**src/rtl/dcache_pkg.sv**
```systemverilog
`default_nettype none
// +----------------------------------------------------------------------------+
// | Module      : dcache_pkg                                                   |
// | Description : Shared field widths and FSM state encoding for the direct-   |
// |               mapped write-back data cache.                                |
// | Revision    : 1.0 - initial release                                        |
// +----------------------------------------------------------------------------+
package dcache_pkg;

  // Address split of the 8-bit CPU byte address: tag [7:5], index [4:2], offset [1:0]
  localparam int TAG_W    = 3;
  localparam int INDEX_W  = 3;
  localparam int OFFSET_W = 2;
  localparam int BLOCK_W  = 32;

  // Miss-handling state machine encoding
  typedef logic [1:0] state_t;
  localparam state_t IDLE      = 2'd0;
  localparam state_t WRITEBACK = 2'd1;
  localparam state_t ALLOCATE  = 2'd2;
  localparam state_t UPDATE    = 2'd3;

endpackage
`default_nettype wire

```
**src/rtl/dcache_array.sv**
```systemverilog
`default_nettype none
// +----------------------------------------------------------------------------+
// | Module      : dcache_array                                                 |
// | Description : Tag, valid, dirty and data storage for the data cache.       |
// |               Combinational read of the indexed line, one byte-write port  |
// |               (sets dirty) and one whole-block fill port (sets tag and     |
// |               valid, clears dirty).                                        |
// | Ports       : CLK, RESET        - clock, sync active-high reset            |
// |               i_index           - line selected for read and both writes   |
// |               i_byte_we/offset/byte - CPU byte store into the line         |
// |               i_fill_we/tag/block   - block refill from main memory        |
// |               o_valid/dirty/tag/block - contents of the indexed line       |
// | Revision    : 1.0 - initial release                                        |
// +----------------------------------------------------------------------------+
module dcache_array
  import dcache_pkg::*;
#(
  parameter int NUM_LINES = 8
) (
  input  logic                CLK,
  input  logic                RESET,
  input  logic [INDEX_W-1:0]  i_index,
  input  logic                i_byte_we,
  input  logic [OFFSET_W-1:0] i_offset,
  input  logic [7:0]          i_byte,
  input  logic                i_fill_we,
  input  logic [TAG_W-1:0]    i_fill_tag,
  input  logic [BLOCK_W-1:0]  i_fill_block,
  output logic                o_valid,
  output logic                o_dirty,
  output logic [TAG_W-1:0]    o_tag,
  output logic [BLOCK_W-1:0]  o_block
);

  logic [NUM_LINES-1:0] r_valid;
  logic [NUM_LINES-1:0] r_dirty;
  logic [TAG_W-1:0]     r_tag  [NUM_LINES];
  logic [BLOCK_W-1:0]   r_data [NUM_LINES];

  // Only the status bits need a reset; tag and data are ignored while invalid.
  always_ff @(posedge CLK) begin
    if (RESET) begin
      r_valid <= '0;
      r_dirty <= '0;
    end else if (i_fill_we) begin
      r_valid[i_index] <= 1'b1;
      r_dirty[i_index] <= 1'b0;
    end else if (i_byte_we) begin
      r_dirty[i_index] <= 1'b1;
    end
  end

  always_ff @(posedge CLK) begin
    if (i_fill_we) begin
      r_tag[i_index]  <= i_fill_tag;
      r_data[i_index] <= i_fill_block;
    end else if (i_byte_we) begin
      r_data[i_index][{i_offset, 3'b000} +: 8] <= i_byte;
    end
  end

  assign o_valid = r_valid[i_index];
  assign o_dirty = r_dirty[i_index];
  assign o_tag   = r_tag[i_index];
  assign o_block = r_data[i_index];

endmodule
`default_nettype wire

```
**src/rtl/dcache.sv**
```systemverilog
`default_nettype none
// +----------------------------------------------------------------------------+
// | Module      : dcache                                                       |
// | Description : Direct-mapped, write-back, write-allocate byte data cache.   |
// |               Hits complete with no stall; misses run a write-back /       |
// |               allocate / update sequence against a block-wide memory port. |
// | Ports       : CLK, RESET               - clock, sync active-high reset     |
// |               READ, WRITE, ADDRESS, WRITEDATA - CPU byte request           |
// |               READDATA, BUSYWAIT        - CPU load byte and stall          |
// |               MEM_READ, MEM_WRITE, MEM_ADDRESS, MEM_WRITEDATA - to memory  |
// |               MEM_READDATA, MEM_BUSYWAIT                    - from memory  |
// | Revision    : 1.0 - initial release                                        |
// +----------------------------------------------------------------------------+
module dcache
  import dcache_pkg::*;
#(
  parameter int MEM_ADDR_W = 6,
  parameter int NUM_LINES  = 8
) (
  input  logic                  CLK,
  input  logic                  RESET,
  input  logic                  READ,
  input  logic                  WRITE,
  input  logic [7:0]            ADDRESS,
  input  logic [7:0]            WRITEDATA,
  output logic [7:0]            READDATA,
  output logic                  BUSYWAIT,
  output logic                  MEM_READ,
  output logic                  MEM_WRITE,
  output logic [MEM_ADDR_W-1:0] MEM_ADDRESS,
  output logic [BLOCK_W-1:0]    MEM_WRITEDATA,
  input  logic [BLOCK_W-1:0]    MEM_READDATA,
  input  logic                  MEM_BUSYWAIT
);

  state_t r_state;
  state_t w_state_nxt;

  logic [TAG_W-1:0]    w_tag;
  logic [INDEX_W-1:0]  w_index;
  logic [OFFSET_W-1:0] w_offset;
  logic                w_req;
  logic                w_hit;
  logic                w_byte_we;
  logic                w_fill_we;
  logic                w_line_valid;
  logic                w_line_dirty;
  logic [TAG_W-1:0]    w_line_tag;
  logic [BLOCK_W-1:0]  w_line_block;

  assign w_tag    = ADDRESS[7:5];
  assign w_index  = ADDRESS[4:2];
  assign w_offset = ADDRESS[1:0];
  assign w_req    = READ | WRITE;
  assign w_hit    = w_line_valid && (w_line_tag == w_tag);

  // A simultaneous READ and WRITE is a write; the read port just shows the old byte.
  assign w_byte_we = !RESET && (r_state == IDLE) && WRITE && w_hit;
  assign w_fill_we = !RESET && (r_state == ALLOCATE) && !MEM_BUSYWAIT;

  dcache_array #(
    .NUM_LINES (NUM_LINES)
  ) u_array (
    .CLK          (CLK),
    .RESET        (RESET),
    .i_index      (w_index),
    .i_byte_we    (w_byte_we),
    .i_offset     (w_offset),
    .i_byte       (WRITEDATA),
    .i_fill_we    (w_fill_we),
    .i_fill_tag   (w_tag),
    .i_fill_block (MEM_READDATA),
    .o_valid      (w_line_valid),
    .o_dirty      (w_line_dirty),
    .o_tag        (w_line_tag),
    .o_block      (w_line_block)
  );

  // Once a miss leaves IDLE the sequence runs to completion even if the CPU
  // withdraws its request; only RESET abandons it.
  always_comb begin
    w_state_nxt = r_state;
    case (r_state)
      IDLE:      if (w_req && !w_hit)
                   w_state_nxt = (w_line_valid && w_line_dirty) ? WRITEBACK : ALLOCATE;
      WRITEBACK: if (!MEM_BUSYWAIT) w_state_nxt = ALLOCATE;
      ALLOCATE:  if (!MEM_BUSYWAIT) w_state_nxt = UPDATE;
      UPDATE:    w_state_nxt = IDLE;
      default:   w_state_nxt = IDLE;
    endcase
  end

  always_ff @(posedge CLK) begin
    if (RESET) r_state <= IDLE;
    else       r_state <= w_state_nxt;
  end

  assign BUSYWAIT = !RESET && w_req && ((r_state != IDLE) || !w_hit);
  assign READDATA = w_line_block[{w_offset, 3'b000} +: 8];

  assign MEM_WRITE     = (r_state == WRITEBACK);
  assign MEM_READ      = (r_state == ALLOCATE);
  // The victim goes back to the block it came from; refills use the CPU address.
  assign MEM_ADDRESS   = (r_state == WRITEBACK) ? {w_line_tag, w_index} : ADDRESS[7:2];
  assign MEM_WRITEDATA = w_line_block;

endmodule
`default_nettype wire

```
**config.mk**
```make
export PLATFORM = sky130hd
export DESIGN_NAME = dcache
export DESIGN_NICKNAME = d
export VERILOG_FILES = /design/src/rtl/dcache_pkg.sv /design/src/rtl/dcache_array.sv /design/src/rtl/dcache.sv
export SDC_FILE = /design/constraint.sdc
export NUM_CORES = 1
export LEC_CHECK = 0
export BUFFER_PORTS_ARGS = -buffer_cell sky130_fd_sc_hd__buf_2
export CORE_MARGIN = 2
export CORE_UTILIZATION = 40
export CTS_CLUSTER_DIAMETER = 30
export DETAILED_ROUTE_END_ITERATION = 7
export GPL_TIMING_DRIVEN = 0
export PLACE_DENSITY_LB_ADDON = 0.15
export SLEW_MARGIN = 0
export SYNTH_ARGS = -nofsm -noshare
export SYNTH_HDL_FRONTEND = slang
export SYNTH_SLANG_ARGS = --single-unit
```
**constraint.sdc**
```tcl
create_clock -name CLK -period 4 [get_ports CLK]
set_clock_uncertainty 0.15 [all_clocks]
set_input_delay 0 -clock CLK [delete_from_list [all_inputs] [get_ports CLK]]
set_output_delay 0 -clock CLK [all_outputs]
set_load 0.01 [all_outputs]
```
==> run summary, run 1 <==
Leakage power: 5.746 nW
Peak supply drop: 0.0003649 V
Seq/Total Area, Yosys: 67.91%
Synth cell types: 51
R2R setup slack: 250 ps
Final Instance Area: 16440 um2
Post-Synthesis Cells: 849
Post-Syn Nets: 911
Max Clock Freq: 253.5 MHz
Crit Path Class: in2out
HPWL Detailed: 29440 um
DIE WIDTH: 183.7 um
H-Tree Depth: 2
Slew headroom: 11.43%
Area leader, netlist: edfxtp_1
Global-route wire length before repair: 61600 um
Cell family with most CP delay: buffers and inverters
WP data required: 3850 ps
P per Cell Area: 546.3 nW/um2
Post-Place Cells: 1357
Routed WL: 44060 um
Hold endpoint: u_array.r_data[7][25]
Max stage delay on crit path: 880 ps
Layout cells sized above 1: 28.02%
Clk sinks: 298
DR WL/cell: 29.14 um
Filler cells: 2694
Initial DRC Count: 1019
Vias in the first global route: 8819
Type of the most critical hold path: in2reg
Top post-synthesis cells by count: edfxtp_1 (280), mux2i_1 (58), nand2_1 (57)
Core ar.: 31640 um2
Inserted Clock Buffers: 57
Post-route DRC: 0
Hold path start: WRITEDATA[1]
Port bufs: 99
Worst-margin pin slew: 1329 ps
Met3 usage in global routing: 5.329%
Post-synth EDFFs: 280
Share of flip-flops with an asynchronous set or reset: 0%
Hold path cells: 3
Outcome: finished with violations
Max-Cap Viols: 0
Worst reg-to-reg path cell count: 6
Ant. Diodes: 0
Largest net degree at the start of global routing: 16
Count of state elements after synthesis: 298
Later-pin clock latency in the skew report: 560 ps
Initial Util: 40.81%
Critical Path AT: 3800 ps
Buf+Inv Stages, Crit Path: 5
Slowest CP cell: nor3_1
Vias post-DR: 8928
Met1 global-route usage: 35.12%
Fin util: 51.97%
Final count of negative-setup-slack endpoints: 0
Num ports: 102
CTS tree: done
Ys flop type: edfxtp_1
Worst-path fanout max: 10
Post-synth top area share: 65.12%
# rows: 65
Post-CTS Setup Bufs: 0
Area contributors post-synth: edfxtp_1 (65%), mux2i_1 (4.5%), mux2_2 (3.0%)
DRT antenna net count: 0
Critical path depth: 9
Critical R2R Capture: u_array.r_data[3][23]
Met2 Use GR: 42.17%
Post-Layout Cell Count: 1512
Post-layout net count: 1125
Startpoint type of the worst setup path: primary input
Hold Slack: -9.401 ps
Unrepaired setup endpoints after global routing: no
DIE HEIGHT: 183.7 um
Critical path capture point type: output port
Gr usage total: 26.15%
Netlist Area Pre-Place: 12910 um2
Syn. warnings: 0
Most numerous cell in the Yosys netlist: edfxtp_1
Vias per std cell: 5.905
Gr ovfl total: 0
CTS resizes: 0
Fin crit period: 3945 ps
Initial antenna violation count: 0
Worst r2r src: u_array.r_tag[1][0]
Worst-path cell chain: buf_6, buf_2, clkinv_1, nor3_1, clkbuf_1, a22oi_1, o21ai_0, mux4_2, buf_2
Max Root-Sink Buffers: 3
Die area: 33730 um2
Clock transition at the registers of the reported paths: 40 ps
RePlAce Congestion: 0.9091
DR pass1 iterations: 5
Avg Inst Size Synth: 15.21 um2
Fin crit share: 98.63%
Clk root buf: clkbuf_16
Syn-to-layout area delta: 27.34%
Final Hold Viols: 8
GRT busiest layer: met2
Post-CTS Hold Fix Bufs: 49
Failing checks: hold timing
Cell mode on critical path: buf_2
DP Area: 14080 um2
Max Transition Viols Final: 0
[how the worst max path moves through the flow]
stage | from | to | slack, ps
final | ADDRESS[4] | READDATA[4] | 50
after floorplan | u_array.r_tag[1][0] | u_array.r_data[6][0] | 1070
after detailed placement | ADDRESS[4] | u_array.r_data[2][25] | -80
after global placement | ADDRESS[4] | u_array.r_data[6][29] | -330
after CTS | u_array.r_tag[1][0] | u_array.r_data[2][27] | 40
after global routing | u_array.r_tag[1][0] | u_array.r_data[3][16] | 110
[worst register-to-register path: cells and delay by family (launching register included)]
family | cells | cell delay, ps
AOI/OAI and AO/OA | 2 | 730
DFF | 1 | 350
muxes | 1 | 310
and+or+nand+nor | 3 | 1810
[state kept, by name, indices dropped and copies added (netlist names), named ones only]
signal / count
u_array.r_valid: 8
u_array.r_data: 256
r_state: 2
u_array.r_tag: 24
[where the power goes]
| part | internal, mW | total, mW | switching [mW] |
|---|---|---|---|
| clock | 3.07 | 4.61 | 1.54 |
| sequential | 3.48 | 3.49 | 0.0159 |
| combinational | 0.288 | 0.880 | 0.592 |
[per-stage QoR]
step           power, mW  hold slack, ps  TNS, ps  worst slack (ps)
2_1_floorplan      3.997          -58.23        0              1072
4_1_cts            8.981          0.6671        0             43.99
3_3_place_gp       4.343           36.48   -19190            -325.6
5_1_grt            9.200           26.57        0             110.6
6_report           8.982          -9.401        0             54.96
3_5_place_dp       4.364           34.19   -609.7            -76.87
[cells in the final DEF (no fill, tap or decap), types with 4 or more instances in the layout]
cell and instances:
a211oi_2 8, a21o_1 8, a21oi_1 17, a221o_1 4
a221oi_1 42, a22o_1 6, a22oi_1 27, a41oi_2 12
and4_1 4, buf_2 111, buf_4 7, buf_6 15
bufinv_16 7, clkbuf_1 36, clkbuf_16 57, clkinv_1 12
clkinv_2 8, clkinvlp_4 5, dfxtp_1 18, dlygate4sd3_1 49
edfxtp_1 280, ha_1 9, inv_1 46, mux2_1 4
mux2_2 34, mux2i_1 58, mux4_2 15, nand2_1 57
nand3_1 12, nor2_1 28, nor2b_1 11, nor3_1 5
nor3_2 22, nor3b_1 5, o21ai_0 19, o21ai_1 4
o221ai_1 4, o22a_1 5, o22ai_1 7
[cell type report]
type                            count  area (um2)  area share, %
Tap cell                          402       503.0          3.059
Inverter                           48       180.2          1.096
Clock buffer                       71        1489          9.056
Sequential cell                   298        8768          53.33
Timing Repair Buffer              155        1057          6.430
Clock inverter                     35       380.4          2.313
Multi-Input combinational cell    450        3756          22.84
Buffer                             53       307.8          1.872
[kinds of logic after synthesis]
logic type | share of synthesized area, %
flops | 67.91
compound gates | 11.02
simple gates | 5.998
mux | 10.43
buf+inv | 3.779
fa+ha+maj | 0.8721
[routing by layer]
| metal | part of all wire, % | wire length [um] | vias up |
|---|---|---|---|
| li1 | - | - | 3804 |
| met1 | 41 | 18020 | 4556 |
| met2 | 47 | 20500 | 479 |
| met3 | 9.0 | 3972 | 89 |
| met4 | 3.6 | 1569 | 0 |
| met5 | 0 | 0 | - |
(Power assumes the default switching activity.)
==> inputs of run 2 (changes only) <==
--- a/config.mk
+++ b/config.mk
@@ -5,7 +5,7 @@
 export SDC_FILE = /design/constraint.sdc
 export NUM_CORES = 1
 export LEC_CHECK = 0
-export BUFFER_PORTS_ARGS = -buffer_cell sky130_fd_sc_hd__buf_2
+export BUFFER_PORTS_ARGS = -buffer_cell sky130_fd_sc_hd__buf_4
 export CORE_MARGIN = 2
 export CORE_UTILIZATION = 40
 export CTS_CLUSTER_DIAMETER = 30
==> run 2 against run 1 <==
Against the previous run: the run ends with capacitance limit left; cell area increased by 3.6%; core utilization increased by 1.9 points; final cell count increased by 1.7%; routed wire length increased by 1.0%; first-iteration DRC count increased by 1.5%; sequential power about the same; critical path type is now reg2reg.
==> run summary, run 2 (synthesis results as in run 1) <==
CTS resizes: 0
Logic pwr share: 9.8%
Gr usage total: 26.60%
Switch share: 24.51%
Max Root-Sink Buffers: 3
H-Tree Depth: 3
Psw: 2.337 mW
Layout cells sized above 1: 29.39%
Failing checks: capacitance limit
Final count of negative-setup-slack endpoints: 0
Post-CTS Hold Fix Bufs: 54
Syn-to-layout area delta: 31.87%
Startpoint type of the worst setup path: register
Initial DRC Count: 1034
Initial antenna violation count: 0
Global-route wire length before repair: 62530 um
WP data required: 4000 ps
DR pass1 iterations: 5
DR WL/cell: 28.93 um
Vias post-DR: 9154
Outcome: finished with violations
Clk root buf: clkbuf_16
Vias in the first global route: 8987
Peak supply drop: 0.0002419 V
Fin Setup TNS: 0 ps
# rows: 65
Final Hold Viols: 0
RePlAce Congestion: 0.9202
Core ar.: 31640 um2
Hold Slack: 29.41 ps
Clock transition at the registers of the reported paths: 40 ps
Worst-margin pin slew: 1477 ps
DP Area: 14350 um2
DIE HEIGHT: 183.7 um
Type of the most critical hold path: in2out
Num ports: 102
Largest reg by FF count: u_array.r_data
DIE WIDTH: 183.7 um
Fin crit share: 95.10%
Critical Path AT: 3810 ps
Inserted Clock Buffers: 66
Crit Path Class: reg2reg
CTS tree: done
Clock power share: 53.6%
Max-Cap Viols: 1
Filler cells: 2627
Clk sinks: 298
P per Cell Area: 560.1 nW/um2
Most frequent cells in the layout: edfxtp_1 (280), buf_4 (109), clkbuf_16 (67)
Gr ovfl total: 0
Post-layout net count: 1145
Sequential power share: 36.6%
Most common cell after layout, fill and taps aside: edfxtp_1
Slew headroom: 0.6526%
DRT antenna net count: 0
Later-pin clock latency in the skew report: 550 ps
Fin crit period: 3804 ps
Die area: 33730 um2
Largest net degree at the start of global routing: 12
Largest regs: u_array.r_data (256), u_array.r_tag (24), u_array.r_valid (8)
Max Transition Viols Final: 0
Initial Util: 40.81%
Internal power: 7.200 mW
Register area: 8768 um2
Final Instance Area: 17030 um2
Max Clock Freq: 262.9 MHz
Unrepaired setup endpoints after global routing: no
Port bufs: 99
Post-route DRC: 0
Routed WL: 44490 um
HPWL Detailed: 29560 um
Multi-input logic area: 3746 um2
Worst slack, placed: -3.779 ps
Final worst slack: 196.1 ps
Max reg flops: 256
Critical path capture point type: register
Worst-path fanout max: 10
Vias per std cell: 5.952
Post-CTS Setup Bufs: 0
Leakage power: 6.001 nW
## run 2: worst paths after layout
path | start | depth (start not counted) | endpoint | slack [ps]
setup / recovery | u_array.r_tag[1][0] | 6 | u_array.r_data[3][0] | 200
hold / removal | ADDRESS[4] | 2 | MEM_ADDRESS[2] | 30
setup reg to reg | u_array.r_tag[1][0] | 6 | u_array.r_data[3][0] | 200
hold reg to reg | u_array.r_valid[4] | 1 | u_array.r_valid[4] | 300
## run 2: metal layers
layer / vias up / share of wire, % / track usage [%]
met5: - / 0 / 0
met4: 0 / 3.7 / 11.07
met3: 95 / 11 / 7.032
met2: 587 / 47 / 42.82
met1: 4612 / 39 / 34.21
li1: 3860 / - / -
## run 2: area by class of cell
class | instances | share of cell area [%]
Clock inverter | 44 | 2.425
Inverter | 48 | 1.058
Sequential cell | 298 | 51.50
Multi-Input combinational cell | 450 | 22.00
Buffer | 53 | 1.808
Tap cell | 402 | 2.954
Antenna cell | 3 | 0.04409
Clock buffer | 74 | 10.00
Timing Repair Buffer | 166 | 8.215
## run 2: through the flow
step	util [%]	total power [mW]	instances
final	53.82	9.537	1538
after global routing	53.80	9.782	1535
after CTS	53.77	9.552	1535
after detailed placement	45.37	4.412	1363
after global placement	44.75	4.391	1350
after floorplan	-	3.997	849
## run 2: critical path: stages, from the launching register on
cell      delay, ps
edfxtp_1        360
mux2_1          320
o22ai_1         300
nor3_1          110
nor3_2          690
a41oi_2         430
nor2b_1        1050
## run 2: power groups by stage
stage / clock network [mW] / registers, mW / logic (mW)
after floorplan: 0 / 3.54 / 0.452
after global placement: 0 / 3.55 / 0.842
after detailed placement: 0 / 3.55 / 0.863
after CTS: 5.14 / 3.50 / 0.914
after global routing: 5.31 / 3.50 / 0.976
final: 5.11 / 3.50 / 0.932
==> inputs of run 3 (changes only) <==
==> constraint.sdc (replaced) <==
create_clock -name CLK -period 3.8 [get_ports CLK]
set_clock_uncertainty 0.15 [all_clocks]
set_input_delay 0 -clock CLK [delete_from_list [all_inputs] [get_ports CLK]]
set_output_delay 0 -clock CLK [all_outputs]
set_load 0.01 [all_outputs]
==> run 3 against run 2 <==
Against the previous run: clock power is 5.3% higher; critical path depth up 3; sequential power rose by 5%; flip-flop and latch count unchanged; global-route usage shrank 0.061 points; the run ends with capacitance limit, slew limit, setup timing left; count of clock-buffer cells in the layout did not move; largest cell class unchanged; cell area shrank 0.36%; largest power group unchanged.
==> run summary, run 3 (synthesis results as in run 1) <==
Max stage delay on crit path: 840 ps
Final worst slack: -66.51 ps
Max Root-Sink Buffers: 3
Inserted Clock Buffers: 66
Initial DRC Count: 1087
Later-pin clock latency in the skew report: 540 ps
Worst-path cell chain: buf_6, buf_2, clkinv_1, nor3_1, clkbuf_1, a22oi_1, o21ai_0, mux4_2, buf_4
Clk root buf: clkbuf_16
Crit Path Class: in2out
Layout cells sized above 1: 29.84%
Fin crit period: 3867 ps
Core ar.: 31640 um2
Die area: 33730 um2
Failing checks: capacitance limit, slew limit, setup timing
Fin Setup TNS: -66.51 ps
Max Clock Freq: 258.6 MHz
Post-route DRC: 0
R2R setup slack: 250 ps
Routed WL: 44500 um
Post-Place Cells: 1363
DIE WIDTH: 183.7 um
Unrepaired setup endpoints after global routing: no
CTS tree: done
Global-route wire length before repair: 62330 um
Syn-to-layout area delta: 31.40%
Largest net degree at the start of global routing: 12
Slew headroom: -0.6017%
DIE HEIGHT: 183.7 um
Largest regs: u_array.r_data (256), u_array.r_tag (24), u_array.r_valid (8)
Most frequent cells in the layout: edfxtp_1 (280), buf_4 (109), clkbuf_16 (67)
Largest reg by FF count: u_array.r_data
Max-Cap Viols: 1
Hold Slack: 29.41 ps
Post-layout net count: 1138
DP Area: 14350 um2
DR pass1 iterations: 6
Final Instance Area: 16970 um2
Final count of negative-setup-slack endpoints: 1
Total power: 10.04 mW
Port bufs: 99
Final Hold Viols: 0
Worst-margin pin slew: 1495 ps
Worst slack, placed: -203.8 ps
Initial Util: 40.81%
Post-CTS Setup Bufs: 0
Fin util: 53.63%
Fin crit share: 101.8%
DRT antenna net count: 0
Max reg flops: 256
P per Cell Area: 591.6 nW/um2
RePlAce Congestion: 0.9202
Outcome: finished with violations
# rows: 65
H-Tree Depth: 3
Gr usage total: 26.54%
Vias in the first global route: 8949
Gr ovfl total: 0
Critical Path AT: 3720 ps
HPWL Detailed: 29560 um
Num ports: 102
Leakage power: 5.973 nW
Initial antenna violation count: 0
Peak supply drop: 0.0002531 V
Slowest CP cell: nor3_1
Most common cell after layout, fill and taps aside: edfxtp_1
WP data required: 3650 ps
Critical path capture point type: output port
Vias per std cell: 5.941
DR WL/cell: 29.10 um
Vias post-DR: 9084
Clk sinks: 298
Type of the most critical hold path: in2out
Worst-path fanout max: 10
Startpoint type of the worst setup path: primary input
Max Transition Viols Final: 1
Post-Layout Cell Count: 1529
run 3: area by class of cell:
class | count | area (um2)
fillers | 2630 | 14670
flip-flops and latches | 298 | 8768
multi-input cells | 450 | 3760
clock buffers | 74 | 1703
repair buffers | 159 | 1329
well taps | 402 | 503.0
clock inverters | 44 | 412.9
plain buffers | 53 | 307.8
inverters | 48 | 180.2
diodes | 1 | 2.502
run 3: worst max-delay path, delay by kind of cell:
kind / cells / cell delay (ps)
mux: 1 / 450
buf+inv: 5 / 1780
simple gates: 1 / 840
compound gates: 2 / 620
run 3: path summary, 6_finish.rpt:
check                 startpoint               endpoint  cells past startpoint
max                   ADDRESS[4]            READDATA[4]                      9
min                   ADDRESS[4]         MEM_ADDRESS[2]                      2
max reg2reg  u_array.r_tag[1][2]  u_array.r_data[3][10]                      6
min reg2reg   u_array.r_valid[4]     u_array.r_valid[4]                      1
run 3: metal layers:
metal  track usage, %  part of all wire, %
met5                0                    0
met4            10.94                  3.5
met3            7.171                  9.6
met2            42.73                   47
met1            34.07                   40
run 3: repair_timing:
action | 4_1_cts | 5_1_grt
hold endpoints to repair | 290 | 0
gates resized for setup | 1 | 4
gates cloned | 0 | 0
hold buffers | 47 | 0
endpoints found under the setup margin | 8 | 27
run 3: power by group:
part | leakage, nW | total (mW) | switching, mW | internal (mW)
Combinational | 2.29 | 0.979 | 0.630 | 0.349
Sequential | 2.67 | 3.68 | 0.0166 | 3.66
Clock | 1.02 | 5.38 | 1.82 | 3.56
